`src/rtl/jogo_pkg.sv`:
```
// Shared definitions for the circuito_jogo input path: button count, position-code
// width and the capture FSM state encodings.
`timescale 1ns/1ps

package jogo_pkg;

    localparam int N_BOTOES = 9;
    localparam int JOGADA_W = 4;

    localparam logic [JOGADA_W-1:0] SEM_JOGADA = 4'd0;

    typedef enum logic [2:0] {
        OCIOSO        = 3'd0,
        FILTRA        = 3'd1,
        REGISTRA      = 3'd2,
        ERRO          = 3'd3,
        ESPERA_SOLTAR = 3'd4
    } estado_t;

endpackage

```
`src/rtl/codificador_botoes.sv`:
```
// Combinational button encoder: one-hot 9-bit button vector to position code 1..9.
// Returns SEM_JOGADA when no button is pressed or when more than one is (flagged by multiplo).
`timescale 1ns/1ps

module codificador_botoes
    import jogo_pkg::*;
(
    input  logic [N_BOTOES-1:0] botoes,
    output logic [JOGADA_W-1:0] codigo,
    output logic                multiplo
);

    logic [JOGADA_W-1:0] contagem;
    logic [JOGADA_W-1:0] indice;

    // NOTE: every variable written here gets a default first so no latch is inferred.
    always_comb begin
        contagem = '0;
        indice   = SEM_JOGADA;
        for (int i = 0; i < N_BOTOES; i++) begin
            if (botoes[i]) begin
                contagem = contagem + JOGADA_W'(1);
                indice   = JOGADA_W'(i + 1);
            end
        end
        multiplo = (contagem > JOGADA_W'(1));
        codigo   = multiplo ? SEM_JOGADA : indice;
    end

endmodule

```
`src/rtl/captura_jogada.sv`:
```
// Button capture unit: debounces raw presses, rejects multi-button presses and emits one
// tem_jogada pulse per physical press. Optional macro BOTOES_SINC_EN adds a 2-flop input synchronizer.
`timescale 1ns/1ps

module captura_jogada
    import jogo_pkg::*;
#(
    parameter int DEBOUNCE_CICLOS = 2
)
(
    input  logic                clock,
    input  logic                reset,
    input  logic                habilita,
    input  logic                limpa,
    input  logic [N_BOTOES-1:0] botoes,
    output logic [JOGADA_W-1:0] jogada,
    output logic                tem_jogada,
    output logic                erro_multiplo,
    output logic [2:0]          db_estado
);

    localparam int              CNT_W    = $clog2(DEBOUNCE_CICLOS + 1);
    localparam logic [CNT_W-1:0] CNT_ALVO = CNT_W'(DEBOUNCE_CICLOS);

    logic [N_BOTOES-1:0] entrada;

`ifdef BOTOES_SINC_EN
    logic [N_BOTOES-1:0] sinc_a;
    logic [N_BOTOES-1:0] sinc_b;

    always_ff @(posedge clock) begin
        if (reset) begin
            sinc_a <= '0;
            sinc_b <= '0;
        end else begin
            sinc_a <= botoes;
            sinc_b <= sinc_a;
        end
    end

    assign entrada = sinc_b;
`else
    assign entrada = botoes;
`endif

    estado_t             estado, estado_prox;
    logic [CNT_W-1:0]    cnt, cnt_prox, cnt_inc;
    logic [N_BOTOES-1:0] amostra, amostra_prox;
    logic [JOGADA_W-1:0] codigo;
    logic                multiplo;
    logic                carrega;

    // While filtering, entrada equals amostra on every accepting edge, so one encoder suffices.
    codificador_botoes u_codificador (
        .botoes   (entrada),
        .codigo   (codigo),
        .multiplo (multiplo)
    );

    assign cnt_inc = (cnt == CNT_ALVO) ? cnt : cnt + CNT_W'(1);

    // NOTE: state registers use non-blocking assignments; the combinational block below uses blocking ones.
    always_ff @(posedge clock) begin
        if (reset) begin
            estado  <= OCIOSO;
            cnt     <= '0;
            amostra <= '0;
        end else begin
            estado  <= estado_prox;
            cnt     <= cnt_prox;
            amostra <= amostra_prox;
        end
    end

    always_comb begin
        estado_prox   = estado;
        cnt_prox      = cnt;
        amostra_prox  = amostra;
        carrega       = 1'b0;
        tem_jogada    = 1'b0;
        erro_multiplo = 1'b0;

        unique case (estado)
            OCIOSO: begin
                if (habilita && entrada != '0) begin
                    amostra_prox = entrada;
                    cnt_prox     = CNT_W'(1);
                    if (CNT_ALVO == CNT_W'(1)) begin
                        estado_prox = multiplo ? ERRO : REGISTRA;
                        carrega     = !multiplo;
                    end else begin
                        estado_prox = FILTRA;
                    end
                end
            end

            FILTRA: begin
                // A glitch, a change of button or loss of habilita restarts the filter.
                if (!habilita || entrada != amostra) begin
                    estado_prox = OCIOSO;
                    cnt_prox    = '0;
                end else if (cnt_inc == CNT_ALVO) begin
                    estado_prox = multiplo ? ERRO : REGISTRA;
                    carrega     = !multiplo;
                    cnt_prox    = '0;
                end else begin
                    cnt_prox = cnt_inc;
                end
            end

            REGISTRA: begin
                tem_jogada  = 1'b1;
                estado_prox = ESPERA_SOLTAR;
                cnt_prox    = '0;
            end

            ERRO: begin
                erro_multiplo = 1'b1;
                estado_prox   = ESPERA_SOLTAR;
                cnt_prox      = '0;
            end

            ESPERA_SOLTAR: begin
                // habilita is ignored here so a held button cannot re-trigger.
                if (entrada != '0) begin
                    cnt_prox = '0;
                end else if (cnt_inc == CNT_ALVO) begin
                    estado_prox = OCIOSO;
                    cnt_prox    = '0;
                end else begin
                    cnt_prox = cnt_inc;
                end
            end

            default: begin
                estado_prox = OCIOSO;
                cnt_prox    = '0;
            end
        endcase
    end

    // A load on entry to REGISTRA takes priority over limpa.
    always_ff @(posedge clock) begin
        if (reset) begin
            jogada <= SEM_JOGADA;
        end else if (carrega) begin
            jogada <= codigo;
        end else if (limpa) begin
            jogada <= SEM_JOGADA;
        end
    end

    assign db_estado = estado;

endmodule

```
`config.mk`:
```
export PLATFORM = sky130hd
export DESIGN_NAME = captura_jogada
export DESIGN_NICKNAME = d
export VERILOG_FILES = /design/src/rtl/jogo_pkg.sv /design/src/rtl/codificador_botoes.sv /design/src/rtl/captura_jogada.sv
export SDC_FILE = /design/constraint.sdc
export NUM_CORES = 1
export LEC_CHECK = 0
export CAP_MARGIN = 20
export CORE_ASPECT_RATIO = 0.8
export CORE_MARGIN = 2
export CORE_UTILIZATION = 59
export CTS_CLUSTER_DIAMETER = 200
export DETAILED_ROUTE_END_ITERATION = 7
export PLACE_DENSITY = 0.85
export SLEW_MARGIN = 40
export SYNTH_ARGS = -nofsm -noshare
export SYNTH_HDL_FRONTEND = slang
export SYNTH_SLANG_ARGS = --single-unit
```
`constraint.sdc`:
```
create_clock -name clock -period 11.2 [get_ports clock]
set_input_delay 2.24 -clock clock [delete_from_list [all_inputs] [get_ports clock]]
set_output_delay 2.24 -clock clock [all_outputs]
set_load 0.01 [all_outputs]
```
Word-level counts from Yosys, hierarchy flattened:

Cells that the tools add are included.

* add/sub/neg operators: 9
* magnitude comparators: 1
* equal/unequal tests: 11
* multiplexer cells: 38
* reductions and logical operators: 10

Operators with widths (count)
* 4-bit two-way mux: 13
* 4-bit by 1-bit adder with 4-bit output (second input constant): 7
* 3-bit two-way mux: 9
* 2-bit two-way mux: 7
* 3-bit one-hot mux with 4 select lines: 1
* 9-bit inequality test: 1
* 9-bit nonzero test: 1
* 1-bit two-way mux: 7
* 3-bit by 2-bit == test with 1-bit output (second input constant): 2
* 2-bit inequality test (second input constant): 3
* 2-bit one-hot mux with 3 select lines: 1
* 2-bit == test (second input constant): 2
* 4-bit by 1-bit greater-than comparator with 1-bit output (second input constant): 1
* 4-bit AND reduction: 1
* 3-bit by 1-bit == test with 1-bit output (second input constant): 1
* 3-bit == test (second input constant): 1
* 3-bit logical NOT: 1
* 3-bit inequality test (second input constant): 1
* 1-bit by 1-bit adder with 2-bit output (second input constant): 1
* 2-bit by 1-bit adder with 2-bit output (second input constant): 1
* 1-bit logical NOT: 2
* 2-bit AND reduction: 1
* 2-bit nonzero test: 1
* 2-bit OR reduction: 1
* other kinds (2): 2

* register bits: 18
* input port bits: 13
* word-level logic and storage cells: 73

Longest topological paths before layout:

* depth after elaboration: 23
* mapped depth: 24

Modules after synthesis:

A second synthesis with hierarchy kept.

* cells, all modules: 241
* area total of the unflattened synthesis: 2033.2 µm²

By module, submodules not included
* codificador_botoes: instances 1, cells each 132, area an instance 1043.5 µm²
* captura_jogada: instances 1, cells each 109, area an instance 989.7 µm²

Least setup slack after synthesis:

OpenSTA, ideal clock, no wires.

* path type: input to register
* start point: in botoes[1]
* end point: reg jogada[1]
* arrival time: 6.611 ns
* path slack: 4.470 ns
* stages on the path: 24
* cell sequence: inv_1 > ha_1 > buf_4 > xnor2_1 > inv_1 > ha_1 > nand2b_1 > o21a_1 > o21ai_0 > xor2_1 > a21oi_1 > ha_1 > nor2b_1 > a21oi_1 > xor2_1 > mux2_2 > ha_1 > a221oi_1 > inv_1 > ha_1 > xnor2_1 > o31ai_2 > a311oi_2 > o2bb2ai_1

* word-level cells in the longest chain between the ends: 21
* elaborated cells on any way between the ends: 33
* those cells by class: add/sub: 7; order compare: 1; eq/ne: 1; mux: 21; reduce/logical: 3

RTL lines
* from (decl): RTL line captura_jogada.sv:15 `input logic [N_BOTOES-1:0] botoes,`
* 4-bit two-way mux: RTL line codificador_botoes.sv:21 `if (botoes[i]) begin`
* 4-bit by 1-bit adder with 4-bit output: RTL line codificador_botoes.sv:22 `contagem = contagem + JOGADA_W'(1);`
* 4-bit two-way mux: RTL line codificador_botoes.sv:21
* 4-bit by 1-bit adder with 4-bit output: RTL line codificador_botoes.sv:22
* 4-bit two-way mux: RTL line codificador_botoes.sv:21
* 4-bit by 1-bit adder with 4-bit output: RTL line codificador_botoes.sv:22
* 4-bit two-way mux: RTL line codificador_botoes.sv:21
* 4-bit by 1-bit adder with 4-bit output: RTL line codificador_botoes.sv:22
* [... 5 more ...]
* 4-bit by 1-bit adder with 4-bit output: RTL line codificador_botoes.sv:22
* 4-bit two-way mux: RTL line codificador_botoes.sv:21
* 4-bit by 1-bit greater-than comparator with 1-bit output: RTL line codificador_botoes.sv:26 `multiplo = (contagem > JOGADA_W'(1));`
* 1-bit logical NOT: RTL line captura_jogada.sv:104 `carrega = !multiplo;`
* 1-bit two-way mux: RTL line captura_jogada.sv:102 `end else if (cnt_inc == CNT_ALVO) begin`
* 1-bit two-way mux: RTL line captura_jogada.sv:99 `if (!habilita || entrada != amostra) begin`
* 1-bit two-way mux: RTL line captura_jogada.sv:83 `unique case (estado)`
* 4-bit two-way mux or 2-bit nonzero test (tied branches)
* to (signal assigned): RTL line captura_jogada.sv:147 `jogada <= codigo;`
* to (decl): RTL line captura_jogada.sv:16 `output logic [JOGADA_W-1:0] jogada,`

Parallel ways exist; a longest one is shown, timed or not.
A chain may end at the register's enable or synchronous reset.

Final worst setup path:

* start point: in botoes[0]
* end point: reg jogada[2]

* word-level cells in the longest chain between the ends: 23
* elaborated cells on any way between the ends: 27
* those cells by class: add/sub: 8; order compare: 1; eq/ne: 1; mux: 14; reduce/logical: 3

RTL lines (RTL line)
* 1-bit two-way mux: codificador_botoes.sv:21
* 1-bit by 1-bit adder with 2-bit output: codificador_botoes.sv:22
* 4-bit two-way mux: codificador_botoes.sv:21
* 4-bit by 1-bit adder with 4-bit output: codificador_botoes.sv:22
* 4-bit two-way mux: codificador_botoes.sv:21
* 4-bit by 1-bit adder with 4-bit output: codificador_botoes.sv:22
* 4-bit two-way mux: codificador_botoes.sv:21
* 4-bit by 1-bit adder with 4-bit output: codificador_botoes.sv:22
* [... 7 more ...]
* 4-bit by 1-bit adder with 4-bit output: codificador_botoes.sv:22
* 4-bit two-way mux: codificador_botoes.sv:21
* 4-bit by 1-bit greater-than comparator with 1-bit output: codificador_botoes.sv:26
* 1-bit logical NOT: captura_jogada.sv:104
* 1-bit two-way mux: captura_jogada.sv:102
* 1-bit two-way mux: captura_jogada.sv:99
* 1-bit two-way mux: captura_jogada.sv:83
* 4-bit two-way mux or 2-bit nonzero test (tied branches)

Parallel ways exist; a longest one is shown, timed or not.

==> run_results.csv <==
group,metric,value,unit
synth,synth_most_common_cell,"nor2_1",
cells_and_area,design_area,0.00182,mm²
detailed_routing,drcViolationCount,0,
clocking,ctsHoldBuffers,0,
placement,detailed_place_hpwl,2760,µm
setup_path,worstPathRequired,11.39,ns
detailed_routing,dr.first_iter.drc_count,113,
sta,tightestPinTransition,0.639,ns
synth,yosysUniqueCellTypes,46,
setup_path,r2r-end,"jogada[2]$_SDFFE_PP0P_",
die,fp-row-count,16,
die,start_util,64.0,%
sta,period_share,68.8,%
cells_and_area,drive_gt1_share,6.16,%
global_route,grt_antenna_before_repair,0,
cells_and_area,final_core_util,72.8,%
synth,synth-adder-area-share,9.38,%
synth,synth-simple-area-share,22.0,%
min_path,hold_path.class,"reg -> reg",
synth,ys_top_cells_by_count,"28 x nor2_1, 18 x dfxtp_1, 16 x xnor2_1",
cells_and_area,seq_area,360,µm²
sta,setup_violations,0,
setup_path,slowest_delay,0.60,ns
global_route,grt_usage,24.4,%
sta,rsz0062_at_grt,"false",
synth,yosys_most_used_dff,"dfxtp_1",
detailed_routing,drt_pass1_iterations,4,
setup_path,worstPathMaxFanout,8,
power,leakagePower,0.734,nW
clocking,htreeDepth,1,
setup_path,worstSetupPathType,"in -> reg",
clocking,cts-root-buf,"clkbuf_4",
clocking,cts_setup_buffers,0,
clocking,cts_buffers,3,
cells_and_area,fill_cells,205,
setup_path,crit_top_cell,"ha_1",
sta,min_period,7.70,ns
die,core_area,0.00250,mm²
setup_path,path_cells,"clkdlybuf4s50_1 -> inv_1 -> ha_1 -> xnor2_1 -> inv_1 -> ha_1 -> nand2b_1 -> o21a_1 -> o21ai_0 -> xor2_1 -> a21oi_1 -> ha_1 -> nor2b_1 -> a21oi_1 -> xor2_1 -> mux2_2 -> ha_1 -> a221oi_1 -> inv_1 -> ha_1 -> xnor2_1 -> o31ai_2 -> a311oi_2 -> o2bb2ai_1",
detailed_routing,wl,3470,µm
synth,syn-num-nets,223,
clocking,path_clk_slew,0.10,ns
placement,portBuffers,21,
synth,synth_warnings,0,
clocking,cts_sinks,18,
detailed_routing,viasPerCell,5.55,
global_route,grt_max_degree,18,
setup_path,startpoint_type,"primary input",
min_path,hold_start,"cnt[1]$_SDFFE_PP0N_",
synth,synthTopCellsByArea,"dfxtp_1 23%, ha_1 9.4%, xnor2_1 8.8%, nor2_1 6.6%, xor2_1 4.4%",
synth,synth_top_family_by_area,"simple AND/OR/NAND/NOR gates",
synth,synth_edf_count,0,
detailed_routing,vias,1370,
power,vdd_ir_drop_max,0.0000942,V
synth,synth-seq-cells,18,
sta,fin_tns_setup,0,ns
synth,synth_mux_area_share,2.58,%
synth,synth_top_area_share,22.5,%
synth,synth_compound_area_share,17.4,%
sta,finClkSkew,0.00754,ns
synth,syn_area,0.00160,mm²
die,die_h,50.6,µm
global_route,gr-total-overflow,0,
setup_path,reg2reg_depth,7,
power,p_per_area,113,mW/mm²
clocking,cts_tree,"yes",
synth,synthCells,198,
setup_path,r2r_setup_slack,9.30,ns
outcome,status,"finished clean",
die,num_io_pins,22,
synth,avgSynthCellArea,8.08,µm²
flow_run,cap_violations,0,
clocking,cts_max_path_buffers,2,
synth,synthArstFlopShare,0,%
setup_path,cp-startpoint,"botoes[0]",
setup_path,critPathSlowestCell,"clkdlybuf4s50_1",
synth,yosysSeqAreaShare,22.5,%
cells_and_area,antennaDiodeCount,0,
die,die_area,0.00315,mm²
sta,hold_violations,0,
setup_path,rr_startpoint,"db_estado[1]$_SDFFE_PP0P_",
sta,slew_violations,0,
detailed_routing,ant_nets,0,
cells_and_area,area_growth,13.8,%
setup_path,cp-end-kind,"register",
min_path,whs_endpoint,"cnt[1]$_SDFFE_PP0N_",
global_route,grt_pass1_vias,1270,
sta,max_freq,130,MHz
sta,relSlewSlack,57.4,%
cells_and_area,fin_nets,238,
die,die_x,62.2,µm
detailed_routing,routedWlPerCell,14.1,µm
cells_and_area,multi_input_comb_area,0.00114,mm²
placement,post_dp_cell_area,0.00180,mm²
global_route,grt_pass1_wl,6000,µm
clocking,clock_latency,0.29,ns
setup_path,crit_arrival,7.89,ns
synth,synth-xor-area-share,19.6,%
synth,yosysTopAreaCell,"dfxtp_1",
placement,place_congestion,0.844,
min_path,hold_depth,2,
clocking,cts-resized-gates,0,
[where the power goes]
group | leakage (nW) | switching, mW | internal, mW
clock | 0.0138 | 0.0188 | 0.0125
combinational | 0.573 | 0.0587 | 0.0477
sequential | 0.147 | 0.00176 | 0.0664
[per-layer routing]
| layer | global-route usage (%) | vias to the layer above | wire, µm |
|---|---|---|---|
| li1 | - | 705 | - |
| met1 | 32.9 | 626 | 1690 |
| met2 | 40.9 | 35 | 1600 |
| met3 | 5.16 | 4 | 148 |
| met4 | 4.44 | 0 | 32 |
| met5 | 0 | - | 0 |
[critical path: cells and delay by family]
kind / cells / cell delay [ns]
compound gates: 8 / 1.93
xor+xnor: 4 / 0.75
fa+ha+maj: 5 / 1.55
buf+inv: 4 / 0.91
mux: 1 / 0.28
simple gates: 2 / 0.23
[layout make-up]
type / instances / share of cell area, %
clock buffer: 3 / 1.24
timing repair buffer: 21 / 11.5
sequential: 18 / 19.8
multi-input combinational: 157 / 62.5
inverter: 12 / 2.47
tap: 36 / 2.47
[layout by cell type, fill, tap and decap left out, drive strengths merged, types with 2 or more instances in the layout]
master	synthesis	layout
nand2b	4	4
xnor2	16	16
nand2	14	14
o31ai	2	2
dfxtp	18	18
xnor3	2	2
nor4	3	3
inv	12	12
nor2b	6	6
mux2i	3	3
a31oi	3	3
ha	12	12
o311ai	2	2
nor2	28	28
xor2	10	10
nand4	3	3
a211oi	2	2
clkbuf	6	3
a21oi	12	12
o2bb2ai	4	4
o21ai	6	6
nand3	6	6
clkdlybuf4s50	0	21
and2	3	3
[sequential cells by signal, indices dropped and copies added (netlist names)]
signal / count
db_estado: 3
amostra: 9
cnt: 2
jogada: 4
[worst max-delay path by stage]
stage,to,slack (ns),depth (start not counted)
after floorplan,jogada[1]$_SDFFE_PP0P_,4.47,24
after global placement,jogada[1]$_SDFFE_PP0P_,3.53,24
after detailed placement,jogada[2]$_SDFFE_PP0P_,3.23,23
after CTS,jogada[2]$_SDFFE_PP0P_,3.52,24
after global routing,jogada[2]$_SDFFE_PP0P_,3.05,24
final,jogada[2]$_SDFFE_PP0P_,3.50,24
[cell families (layout without fill, tap and decap cells)]
family          Yosys count  count (layout)
compound gates           39              39
xor+xnor                 29              29
buf+inv                  23              36
simple gates             73              73
mux                       4               4
flops                    18              18
fa+ha+maj                12              12
[through the flow]
stage | worst slack [ns] | hold WS [ns] | total power, mW | cells
floorplan | 4.47 | 0.426 | 0.155 | 198
global placement | 3.53 | 0.448 | 0.169 | 244
detailed placement | 3.23 | 0.449 | 0.175 | 244
CTS | 3.52 | 0.467 | 0.206 | 247
global route | 3.05 | 0.503 | 0.224 | 247
finish | 3.50 | 0.467 | 0.206 | 247
Power figures use the tool's default switching activity.
